$ cat config.mk
export PLATFORM = sky130hd
export DESIGN_NAME = x_srl_chain
export DESIGN_NICKNAME = d
export VERILOG_FILES = /design/src/rtl/x_srl_pkg.sv /design/src/rtl/x_srl_fill_ctr.sv /design/src/rtl/x_srl_chain.sv
export SDC_FILE = /design/constraint.sdc
export NUM_CORES = 1
export LEC_CHECK = 0
export BUFFER_PORTS_ARGS = -buffer_cell sky130_fd_sc_hd__buf_2
export CORE_AREA = 2 2 66 68
export CTS_BUF_LIST = sky130_fd_sc_hd__clkbuf_2 sky130_fd_sc_hd__clkbuf_4 sky130_fd_sc_hd__clkbuf_8
export DETAILED_ROUTE_END_ITERATION = 7
export DIE_AREA = 0 0 68 70
export PLACE_DENSITY_LB_ADDON = 0.08
export SYNTH_ARGS = -nofsm -noshare
export SYNTH_HDL_FRONTEND = slang
export SYNTH_SLANG_ARGS = --single-unit
$ cat constraint.sdc
create_clock -name CLK -period 2.1 [get_ports CLK]
set_clock_uncertainty 0.2 [all_clocks]
set_input_delay 0.21 -clock CLK [delete_from_list [all_inputs] [get_ports CLK]]
set_output_delay 0.21 -clock CLK [all_outputs]
set_load 0.05 [all_outputs]
$ cat src/rtl/x_srl_pkg.sv
`default_nettype none
// ============================================================================
// Package : x_srl_pkg
// Brief   : Sizing helpers shared by the x_srl_chain addressable shift register
// Revision: 1.0
// ============================================================================
package x_srl_pkg;

  function automatic int clog2(input int n);
    int r;
    r = 0;
    for (int v = n - 1; v > 0; v = v >> 1) r++;
    return r;
  endfunction

  // FILL must represent DEPTH itself, hence one bit beyond the address width
  function automatic int fill_width(input int aw);
    return aw + 1;
  endfunction

  function automatic int init_lsb(input int width, input int idx);
    return width * idx;
  endfunction

endpackage
`default_nettype wire

$ cat src/rtl/x_srl_fill_ctr.sv
`default_nettype none
// ============================================================================
// Module  : x_srl_fill_ctr
// Brief   : Saturating fill counter and addressed-entry valid compare
// Revision: 1.0
// ============================================================================
module x_srl_fill_ctr #(
  parameter int DEPTH = 16,
  parameter int AW    = 4,
  parameter int FW    = AW + 1
) (
  input  logic          clk,
  input  logic          rst_n,
  input  logic          i_ce,
  input  logic          i_clr,
  input  logic [AW-1:0] i_addr,
  output logic [FW-1:0] o_fill,
  output logic          o_vld
);

  localparam logic [FW-1:0] c_depth = FW'(DEPTH);

  logic [FW-1:0] r_fill;

  // A clear coinciding with a shift still counts the entry written on that edge
  always_ff @(posedge clk or negedge rst_n) begin
    if (!rst_n) begin
      r_fill <= '0;
    end else if (i_clr) begin
      r_fill <= i_ce ? FW'(1) : '0;
    end else if (i_ce && (r_fill != c_depth)) begin
      r_fill <= r_fill + FW'(1);
    end
  end

  assign o_fill = r_fill;
  assign o_vld  = r_fill > {1'b0, i_addr};

endmodule
`default_nettype wire

$ cat src/rtl/x_srl_chain.sv
`default_nettype none
// ============================================================================
// Module  : x_srl_chain
// Brief   : WIDTH x DEPTH addressable shift register with cascade tap,
//           registered read port and fill tracking
// Revision: 1.0
// ============================================================================
module x_srl_chain
  import x_srl_pkg::*;
#(
  parameter int                     WIDTH = 1,
  parameter int                     DEPTH = 16,
  parameter logic [WIDTH*DEPTH-1:0] INIT  = '0,
  localparam int                    AW    = clog2(DEPTH),
  localparam int                    FW    = fill_width(AW)
) (
  input  logic             CLK,
  input  logic             RST_N,
  input  logic             CE,
  input  logic             CLR,
  input  logic [WIDTH-1:0] D,
  input  logic [AW-1:0]    A,
  input  logic             OCE,
  output logic [WIDTH-1:0] Q,
  output logic             Q_VLD,
  output logic [WIDTH-1:0] QR,
  output logic             QR_VLD,
  output logic [WIDTH-1:0] Q_LAST,
  output logic [FW-1:0]    FILL
);

  logic [WIDTH-1:0] r_data [DEPTH];
  logic [WIDTH-1:0] r_qr;
  logic             r_qr_vld;
  logic             w_q_vld;
  logic [FW-1:0]    w_fill;

  // Reset reloads INIT asynchronously so the read mux shows it immediately
  always_ff @(posedge CLK or negedge RST_N) begin
    if (!RST_N) begin
      for (int i = 0; i < DEPTH; i++) begin
        r_data[i] <= INIT[init_lsb(WIDTH, i) +: WIDTH];
      end
    end else if (CE) begin
      r_data[0] <= D;
      for (int i = 1; i < DEPTH; i++) begin
        r_data[i] <= r_data[i-1];
      end
    end
  end

  x_srl_fill_ctr #(
    .DEPTH (DEPTH),
    .AW    (AW),
    .FW    (FW)
  ) u_fill (
    .clk    (CLK),
    .rst_n  (RST_N),
    .i_ce   (CE),
    .i_clr  (CLR),
    .i_addr (A),
    .o_fill (w_fill),
    .o_vld  (w_q_vld)
  );

  always_ff @(posedge CLK or negedge RST_N) begin
    if (!RST_N) begin
      r_qr     <= '0;
      r_qr_vld <= 1'b0;
    end else if (OCE) begin
      r_qr     <= r_data[A];
      r_qr_vld <= w_q_vld;
    end
  end

  assign Q      = r_data[A];
  assign Q_VLD  = w_q_vld;
  assign QR     = r_qr;
  assign QR_VLD = r_qr_vld;
  assign Q_LAST = r_data[DEPTH-1];
  assign FILL   = w_fill;

endmodule
`default_nettype wire

After elaboration in Yosys (flattened, before gate mapping):

Cells that the tools add are included.

* bitwise gates (word level): 1
* add/sub/neg operators: 1
* equal/unequal tests: 1
* order comparisons: 2
* muxes and demuxes: 6
* reductions and logical operators: 2

Operator list (number)
* $mux 5: 2
* $add 5x1->5 const B: 1
* $ge 5x5->1 const B: 1
* $gt 5x4->1: 1
* $ne 5x5->1 const B: 1
* $not 4->5: 1
* $bmux 1 s4: 1
* $mux 1: 3
* $reduce_bool 2->1: 1
* $logic_and 1x1->1: 1

* output and inout port bits: 10
* word-level logic and storage cells: 32
* bits of input ports: 10
* register bits: 23

Depth between registers and ports, before layout:

Gate-level depths: netlist of the first run.

* depth after elaboration: 4
* depth in mapped cells: 7
* gate-level depth less buffers: 7

Modules after synthesis:

A second synthesis of the first run with hierarchy kept.

* cells, all modules: 93
* area, all modules: 1213.7 um^2

By module, submodules not included
* x_srl_chain: area an instance 818.3 um^2, sequential area each 450.4 um^2, instances 1, cells an instance 51
* x_srl_fill_ctr: area an instance 395.4 um^2, sequential area each 125.1 um^2, instances 1, cells an instance 42

Worst setup path after synthesis of the first run:

Ideal clock, no wire load.

* kind: register -> output
* from: register u_fill.r_fill[1], in the netlist u_fill.o_fill[1]
* to: output port Q_VLD
* data required time: 1.690 ns
* buffers on the path: 0
* cell stages (with the launch flop): 7
* path slack: -0.254 ns
* data arrival time: 1.944 ns
* cells stage by stage: dfrtp_1 ha_1 nor2b_1 o21a_1 o21a_1 o21ai_0 nand2_1

* word-level cells in the longest chain between the ends: 1

Ends and longest elaborated chain
* start: declaration: line x_srl_fill_ctr.sv:23 `logic [FW-1:0] r_fill;`
* start signal: assignment: line x_srl_fill_ctr.sv:30 `r_fill <= i_ce ? FW'(1) : '0;`
* start signal: assignment: line x_srl_fill_ctr.sv:32 `r_fill <= r_fill + FW'(1);`
* $gt 5x4->1: line x_srl_fill_ctr.sv:37 `assign o_vld = r_fill > {1'b0, i_addr};`
* end: declaration: line x_srl_chain.sv:25 `output logic Q_VLD,`

Every way passes these cells.

Worst setup path in the final report of the first run:

Ends and elaborated chain as after synthesis.

==> results.md, run 1 <==
- Violated checks: negative setup slack
- Initial antenna violation count: 0
- CP endpoint kind: output pin
- First-pass GRT wire length: between 4 and 5 mm
- Vias per cell: between 4 and 5
- Die W: between 60 and 70 um
- Pins over their slew limit: 0
- Finished Cell Area: 1500 sq um
- Area added between synthesis and finish: 28.1%
- Initial Util: about 28%
- CP arrival: ~1700 ps
- Reg area: about 580 sq um
- Final Critical Period: between 2000 and 2500 ps
- IO Pins: 20
- Max transition margin: between 60% and 70%
- Final core occ: between 30% and 40%
- Worst-Margin Slew: around 550 ps
- Routability cong.: 0.739
- Max Cap Viol: 0
- Peak VDD IR: ~0.00029 V
- Post-route DRC: 0
- GR Util All Layers: between 10% and 20%
- Post-synth top area share: around half
- HP Class: primary input to flip-flop
- H-tree depth: 1
- Clock tree root buffer cell: clkbuf_8
- Share of layout cells above drive strength 1: between 50% and 60%
- Synth async-reset ratio: 100%
- Iter 0 DRT Violations: 28
- Mapped cell area: 1170 sq um
- Tot Pwr: about 1.5 mW
- Clk Latency, worst-skew pair: 260 ps
- PwrDens: roughly 990 nW/um^2
- Final hold slack: ~180 ps
- Area after DPL: about 1300 sq um
- Ant diodes: 0
- Die area: about 4800 sq um
- Number of I/O port buffers: 19
- Die height: about 70 um
- Total gr overflow: 0
- Drt first pass iters: 3
- Hold depth: 3
- Status: complete, but fails checks
- Startpoint class of the critical path: flip-flop
- Setup WS pre-CTS: ~85 ps
- CP max stage delay: 430 ps
- Clock sink total: 23
- RSZ-0062 raised after global routing: yes
- Worst r2r path cells: 7
- Clock Path Buffers: 2
- Post-Layout Cell Count: roughly 170
- Synth top area cells: dfrtp_1, mux2_2, ha_1
- Avg WL per Cell: 13.7 um
- Final setup TNS: -31.7 ps
- Final worst slack: -31.7 ps
- Crit path cell chain: ha_4 -> nor2b_4 -> o21a_1 -> o21a_1 -> o21ai_2 -> nand2_2 -> buf_8
- CTS buffer count: 3
- YS warnings: 0
- Critical path class: flip-flop to output pin
- FMAX: approximately 0.47 GHz
- ANT nets after route: 0
- Post-synth top flop: dfrtp_1
- Cell taking the most area after synthesis: dfrtp_1
- Wirelength, routed: about 2.3 mm
- Vias: 779
- Sequential area share after synthesis: 49.3%
- Largest net degree at the start of global routing: 24
- Placed cells: between 150 and 200
- Setup violators final: 1
- Post-Syn Instances: 90
- Rows: 24
- Filler cells: 417
- Met2 Wirelength: roughly 1.1 mm
- Count of cell types in the netlist: 25
- Highest metal used: met4
- Mapped Nets: 106
- CTS tree: yes
- CP max FO: 2
- EDFF count, synth: 0
- Synth Register Bits: 23
- Lkg Pwr: approximately 0.7 nW
- Commonest non-fill, non-tap cells in the layout: dfrtp_1, buf_2, mux2_2, inv_1
- Final cycle utilization of the critical path: 102%
- Area of the multi-input gates: 593 sq um
- Metal-1 WL: around 1.2 mm
- CTS clk-pin slew, worst paths: about 90 ps
- Vias in the first global route: between 800 and 900
- Post-DP HPWL: around 1.6 mm
- CP most frequent cell: o21a_1
- Routed wl met3: 70 um
- Hold Vio Cnt, Final: 0
- Crit path max-delay cell type: dfrtp_2
- Critical Path RT: 1690 ps
- Most common cell after layout, fill and taps aside: dfrtp_1
- Layout Nets: between 100 and 150
- Placeable Area: between 4000 and 5000 sq um
- Syn_area_per_cell: 13.0 sq um
-- state kept, by name, summed over array words and instances (netlist names) --
register / flops
QR: 1
QR_VLD: 1
u_fill.o_fill: 5
Q_LAST: 1
r_data: 15
-- worst paths after layout --
kind / slack [ps] / endpoint / from
min in group asynchronous: 260 / r_data[2] / RST_N
setup / recovery: -30 / Q_VLD / u_fill.o_fill[1]
hold / removal: 180 / QR / A[1]
setup reg to reg: 220 / u_fill.o_fill[1] / u_fill.o_fill[1]
hold reg to reg: 320 / QR / QR
max in group asynchronous: 1040 / u_fill.o_fill[0] / RST_N
-- area by class of cell --
cell class / instances / share of cell area, %
Clock buffer: 3 / 2.76
Clock inverter: 1 / 0.334
Inverter: 6 / 1.51
Multi-Input combinational cell: 58 / 39.6
Sequential cell: 23 / 38.8
Tap cell: 52 / 4.35
Timing Repair Buffer: 28 / 12.6
-- synthesized netlist by cell type, types with 2 or more instances --
master / number
ha_1: 6
inv_1: 6
nor2_1: 5
clkbuf_1: 2
nand4_1: 3
mux2i_1: 5
mux4_1: 2
mux2_2: 16
o21a_1: 2
dfrtp_1: 23
xor2_1: 2
nand2_1: 5
-- logic make-up (layout without fill, tap and decap cells) --
group / count (synthesis) / after routing / share of synthesized area [%]
flops: 23 / 23 / 49.3
xor+xnor: 3 / 3 / 2.25
mux: 25 / 25 / 27.4
fa+ha+maj: 6 / 6 / 6.42
buf+inv: 9 / 38 / 3.21
simple gates: 18 / 18 / 7.82
compound gates: 6 / 6 / 3.64
-- power breakdown --
| group | total (mW) | leakage, nW | switching (mW) | internal, mW |
|---|---|---|---|---|
| registers | 0.674 | 0.277 | 0.0952 | 0.579 |
| clock network | 0.281 | 0.0255 | 0.148 | 0.132 |
| logic | 0.529 | 0.391 | 0.262 | 0.267 |
| total | 1.48 | 0.694 | 0.505 | 0.978 |
-- metal layers --
layer  vias to the layer above  GRT usage, %
met5                         -             0
met1                       386          14.3
met2                        11          18.4
li1                        380             -
met3                         2          2.42
met4                         0          4.00
-- worst max-delay path: cells and delay by family, from the launching register on --
family | cells | cell delay, ps
and+or+nand+nor | 2 | 190
buffers and inverters | 1 | 150
adders and majority gates | 1 | 220
DFF | 1 | 430
AOI/OAI and AO/OA | 3 | 470
-- what timing repair did --
action	CTS	global route
setup buffers	2	2
endpoints found under the hold margin	29	0
gates resized for setup	7	6
pin swaps	1	1
endpoints found under the setup margin	2	3
cloned	0	0
hold buffers	4	0
No activity file was read; power rests on OpenSTA's default activity.
==> run 2, diff against run 1 <==
--- a/config.mk
+++ b/config.mk
@@ -5,12 +5,13 @@
 export SDC_FILE = /design/constraint.sdc
 export NUM_CORES = 1
 export LEC_CHECK = 0
-export BUFFER_PORTS_ARGS = -buffer_cell sky130_fd_sc_hd__buf_2
 export CORE_AREA = 2 2 66 68
 export CTS_BUF_LIST = sky130_fd_sc_hd__clkbuf_2 sky130_fd_sc_hd__clkbuf_4 sky130_fd_sc_hd__clkbuf_8
 export DETAILED_ROUTE_END_ITERATION = 7
 export DIE_AREA = 0 0 68 70
+export DONT_BUFFER_PORTS = 1
 export PLACE_DENSITY_LB_ADDON = 0.08
+export SETUP_SLACK_MARGIN = 0.2
 export SYNTH_ARGS = -nofsm -noshare
 export SYNTH_HDL_FRONTEND = slang
 export SYNTH_SLANG_ARGS = --single-unit
==> run 2 against run 1 <==
  * The run now ends clean
  * Final cell count shrank 4.1%
  * Worst hold slack got worse by 89 ps
  * Sequential share of layout area is 0.62 points lower
  * Fmax is 2.1% higher
  * Power up 1.9%
  * Register-to-register slack is essentially flat
  * Critical path type unchanged
  * Largest power group unchanged
  * Highest routed layer unchanged
==> results.md, run 2 (synthesis results as in run 1) <==
- Startpoint class of the critical path: flip-flop (unchanged)
- Max transition margin: 37.3% (was 63.3%)
- CTS clk-pin slew, worst paths: 80 ps (was 90 ps)
- Post-route DRC: 0 (unchanged)
- GR Util All Layers: 10.8% (was 11.3%)
- ANT nets after route: 0 (unchanged)
- Net Sw Power: 0.488 mW (was 0.505 mW)
- Vias: 752 (was 779)
- CP arrival: 1680 ps (was 1720 ps)
- FMAX: 0.479 GHz (was 0.469 GHz)
- Reg area: 582 sq um (was 581 sq um)
- Vias per cell: 4.59 (was 4.56)
- CP most frequent cell: o21a_1 (unchanged)
- Die height: 70 um (unchanged)
- Final setup TNS: 0 ps (was -31.7 ps)
- CP top delay family: compound AO/OA/AOI/OAI gates (unchanged)
- Status: finished clean (was complete, but fails checks)
- H-tree depth: 1 (unchanged)
- Clock tree root buffer cell: clkbuf_8 (unchanged)
- RSZ-0062 raised after global routing: yes (unchanged)
- Worst Hold End: QR (unchanged)
- Final Critical Period: 2090 ps (was 2130 ps)
- Critical path class: flip-flop to output pin (unchanged)
- Worst-Margin Slew: 940 ps (was 551 ps)
- Placed cells: 146 (was 159)
- Initial Util: 28.2% (unchanged)
- Clock Path Buffers: 2 (unchanged)
- Sequential share of power: 46.4% (was 45.4%)
- Worst r2r path cells: 7 (unchanged)
- Ant diodes: 0 (unchanged)
- CP endpoint kind: output pin (unchanged)
- Clk pwr share: 18.7% (was 18.9%)
- Filler cells: 404 (was 417)
- PwrDens: 992 nW/um^2 (was 991 nW/um^2)
- Worst Path Buf+Inv: 0 (was 1)
- Number of I/O port buffers: 0 (was 19)
- Hold depth: 2 (was 3)
- Initial antenna violation count: 0 (unchanged)
- IO Pins: 20 (unchanged)
- Reg-to-reg slack, setup: 230 ps (was 220 ps)
- Sw Share: 32.3% (was 34.1%)
- RR Startpoint: u_fill.o_fill[1] (unchanged)
- Final cycle utilization of the critical path: 99.4% (was 102%)
- Routability cong.: 0.734 (was 0.739)
- Commonest non-fill, non-tap cells in the layout: dfrtp_1, mux2_2, buf_4 (was dfrtp_1, buf_2, mux2_2, inv_1)
- Total gr overflow: 0 (unchanged)
- Largest net degree at the start of global routing: 24 (unchanged)
- Internal: 1.02 mW (was 0.978 mW)
- Final hold slack: 87.1 ps (was 176 ps)
- Setup violators final: 0 (was 1)
- Crit path max-delay cell type: dfrtp_2 (unchanged)
- Layout Nets: 129 (was 136)
- CTS buffer count: 3 (unchanged)
- First-pass GRT wire length: 3.80 mm (was 4.07 mm)
- Max reg flops: 15 (unchanged)
- Most common cell after layout, fill and taps aside: dfrtp_1 (unchanged)
- Die area: 4760 sq um (unchanged)
- Reg-to-Reg End: u_fill.o_fill[1] (unchanged)
- Avg WL per Cell: 14.0 um (was 13.7 um)
- Lkg Pwr: 0.683 nW (was 0.694 nW)
- Logic pwr share: 34.9% (was 35.6%)
- Rows: 24 (unchanged)
- Crit path cell chain: ha_4 -> nor2b_4 -> o21a_1 -> o21a_1 -> o21ai_2 -> nand2_4 (was ha_4 -> nor2b_4 -> o21a_1 -> o21a_1 -> o21ai_2 -> nand2_2 -> buf_8)
- Pins over their slew limit: 0 (unchanged)
- Top reg by flops: r_data (unchanged)
- Post-DP HPWL: 1.60 mm (was 1.64 mm)
- Post-Layout Cell Count: 164 (was 171)
- CTS tree: yes (unchanged)
- HP Class: primary input to flip-flop (unchanged)
- Clk Latency, worst-skew pair: 260 ps (about the same)
- Max Cap Viol: 0 (unchanged)
- Iter 0 DRT Violations: 24 (was 28)
- Final core occ: 36.8% (was 36.1%)
- Placeable Area: 4140 sq um (unchanged)
- Area added between synthesis and finish: 30.4% (was 28.1%)
- Drt first pass iters: 5 (was 3)
- Hold path start: A[1] (unchanged)
- CP max stage delay: 430 ps (about the same)
- Critical Path RT: 1690 ps (about the same)
- Peak VDD IR: 0.000279 V (was 0.000289 V)
- Area of the multi-input gates: 608 sq um (was 593 sq um)
- Vias in the first global route: 788 (was 868)
- Die W: 68 um (unchanged)
- CP max FO: 2 (unchanged)
- Wirelength, routed: 2.30 mm (was 2.34 mm)
- Hold Vio Cnt, Final: 0 (unchanged)
- Share of layout cells above drive strength 1: 49.1% (was 50.4%)
- Clock sink total: 23 (unchanged)
-- run 2: cell count changes in the layout (fill, tap and decap cells not counted), sizes merged --
cell	previous run	this run
dlymetal6s4s	0	1
buf	24	16
clkinv	1	0
clkbuf	3	4
-- run 2: per-stage QoR --
stage | area, sq um | power, mW | worst slack [ps]
after global routing | 1520 | 1.61 | -60.3
after global placement | 1330 | 1.13 | 270
after detailed placement | 1330 | 1.14 | 265
final | 1520 | 1.51 | 13.1
after CTS | 1500 | 1.53 | -11.4
after floorplan | 1210 | 1.02 | 125
-- run 2: how the worst max path moves through the flow --
stage | depth (start not counted) | endpoint | startpoint
after floorplan | 6 | Q_VLD | u_fill.o_fill[1]
after global routing | 6 | Q_VLD | u_fill.o_fill[1]
after detailed placement | 6 | Q_VLD | u_fill.o_fill[1]
final | 6 | Q_VLD | u_fill.o_fill[1]
after global placement | 6 | Q_VLD | u_fill.o_fill[1]
after CTS | 6 | Q_VLD | u_fill.o_fill[1]
-- run 2: power groups by stage --
| stage | sequential [mW] | clock (mW) | combinational [mW] |
|---|---|---|---|
| after floorplan | 0.744 | 0 | 0.280 |
| after global placement | 0.716 | 0 | 0.412 |
| after detailed placement | 0.716 | 0 | 0.420 |
| after CTS | 0.701 | 0.301 | 0.527 |
| after global routing | 0.722 | 0.318 | 0.571 |
| final | 0.701 | 0.282 | 0.528 |
-- run 2: per-layer routing --
| layer | vias to the layer above | track usage, % | share of wire, % |
|---|---|---|---|
| met2 | 14 | 17.2 | 48 |
| met3 | 4 | 3.06 | 5.4 |
| li1 | 368 | - | - |
| met5 | - | 0 | 0 |
| met1 | 366 | 13.8 | 45 |
| met4 | 0 | 4.00 | 1.3 |
-- run 2: worst reg2reg max path: stages, from the launching register on --
cell and delay, ps:
dfrtp_2 430, buf_4 140, inv_1 40, ha_1 120
or4b_4 480, nand2_4 100, mux2i_1 190, nor2_1 60
-- run 2: timing repair --
action,4_1_cts,5_1_grt
gates resized for setup,3,4
setup endpoints to repair,2,23
hold endpoints to repair,46,0
buffers inserted,7,1
pin swaps,4,3
hold buffers,6,0
-- run 2: area by class of cell --
| type | instances | area share, % |
|---|---|---|
| flip-flops and latches | 23 | 38.2 |
| repair buffers | 21 | 13.0 |
| inverters | 6 | 1.48 |
| clock buffers | 4 | 3.20 |
| well taps | 52 | 4.27 |
| multi-input cells | 58 | 39.9 |
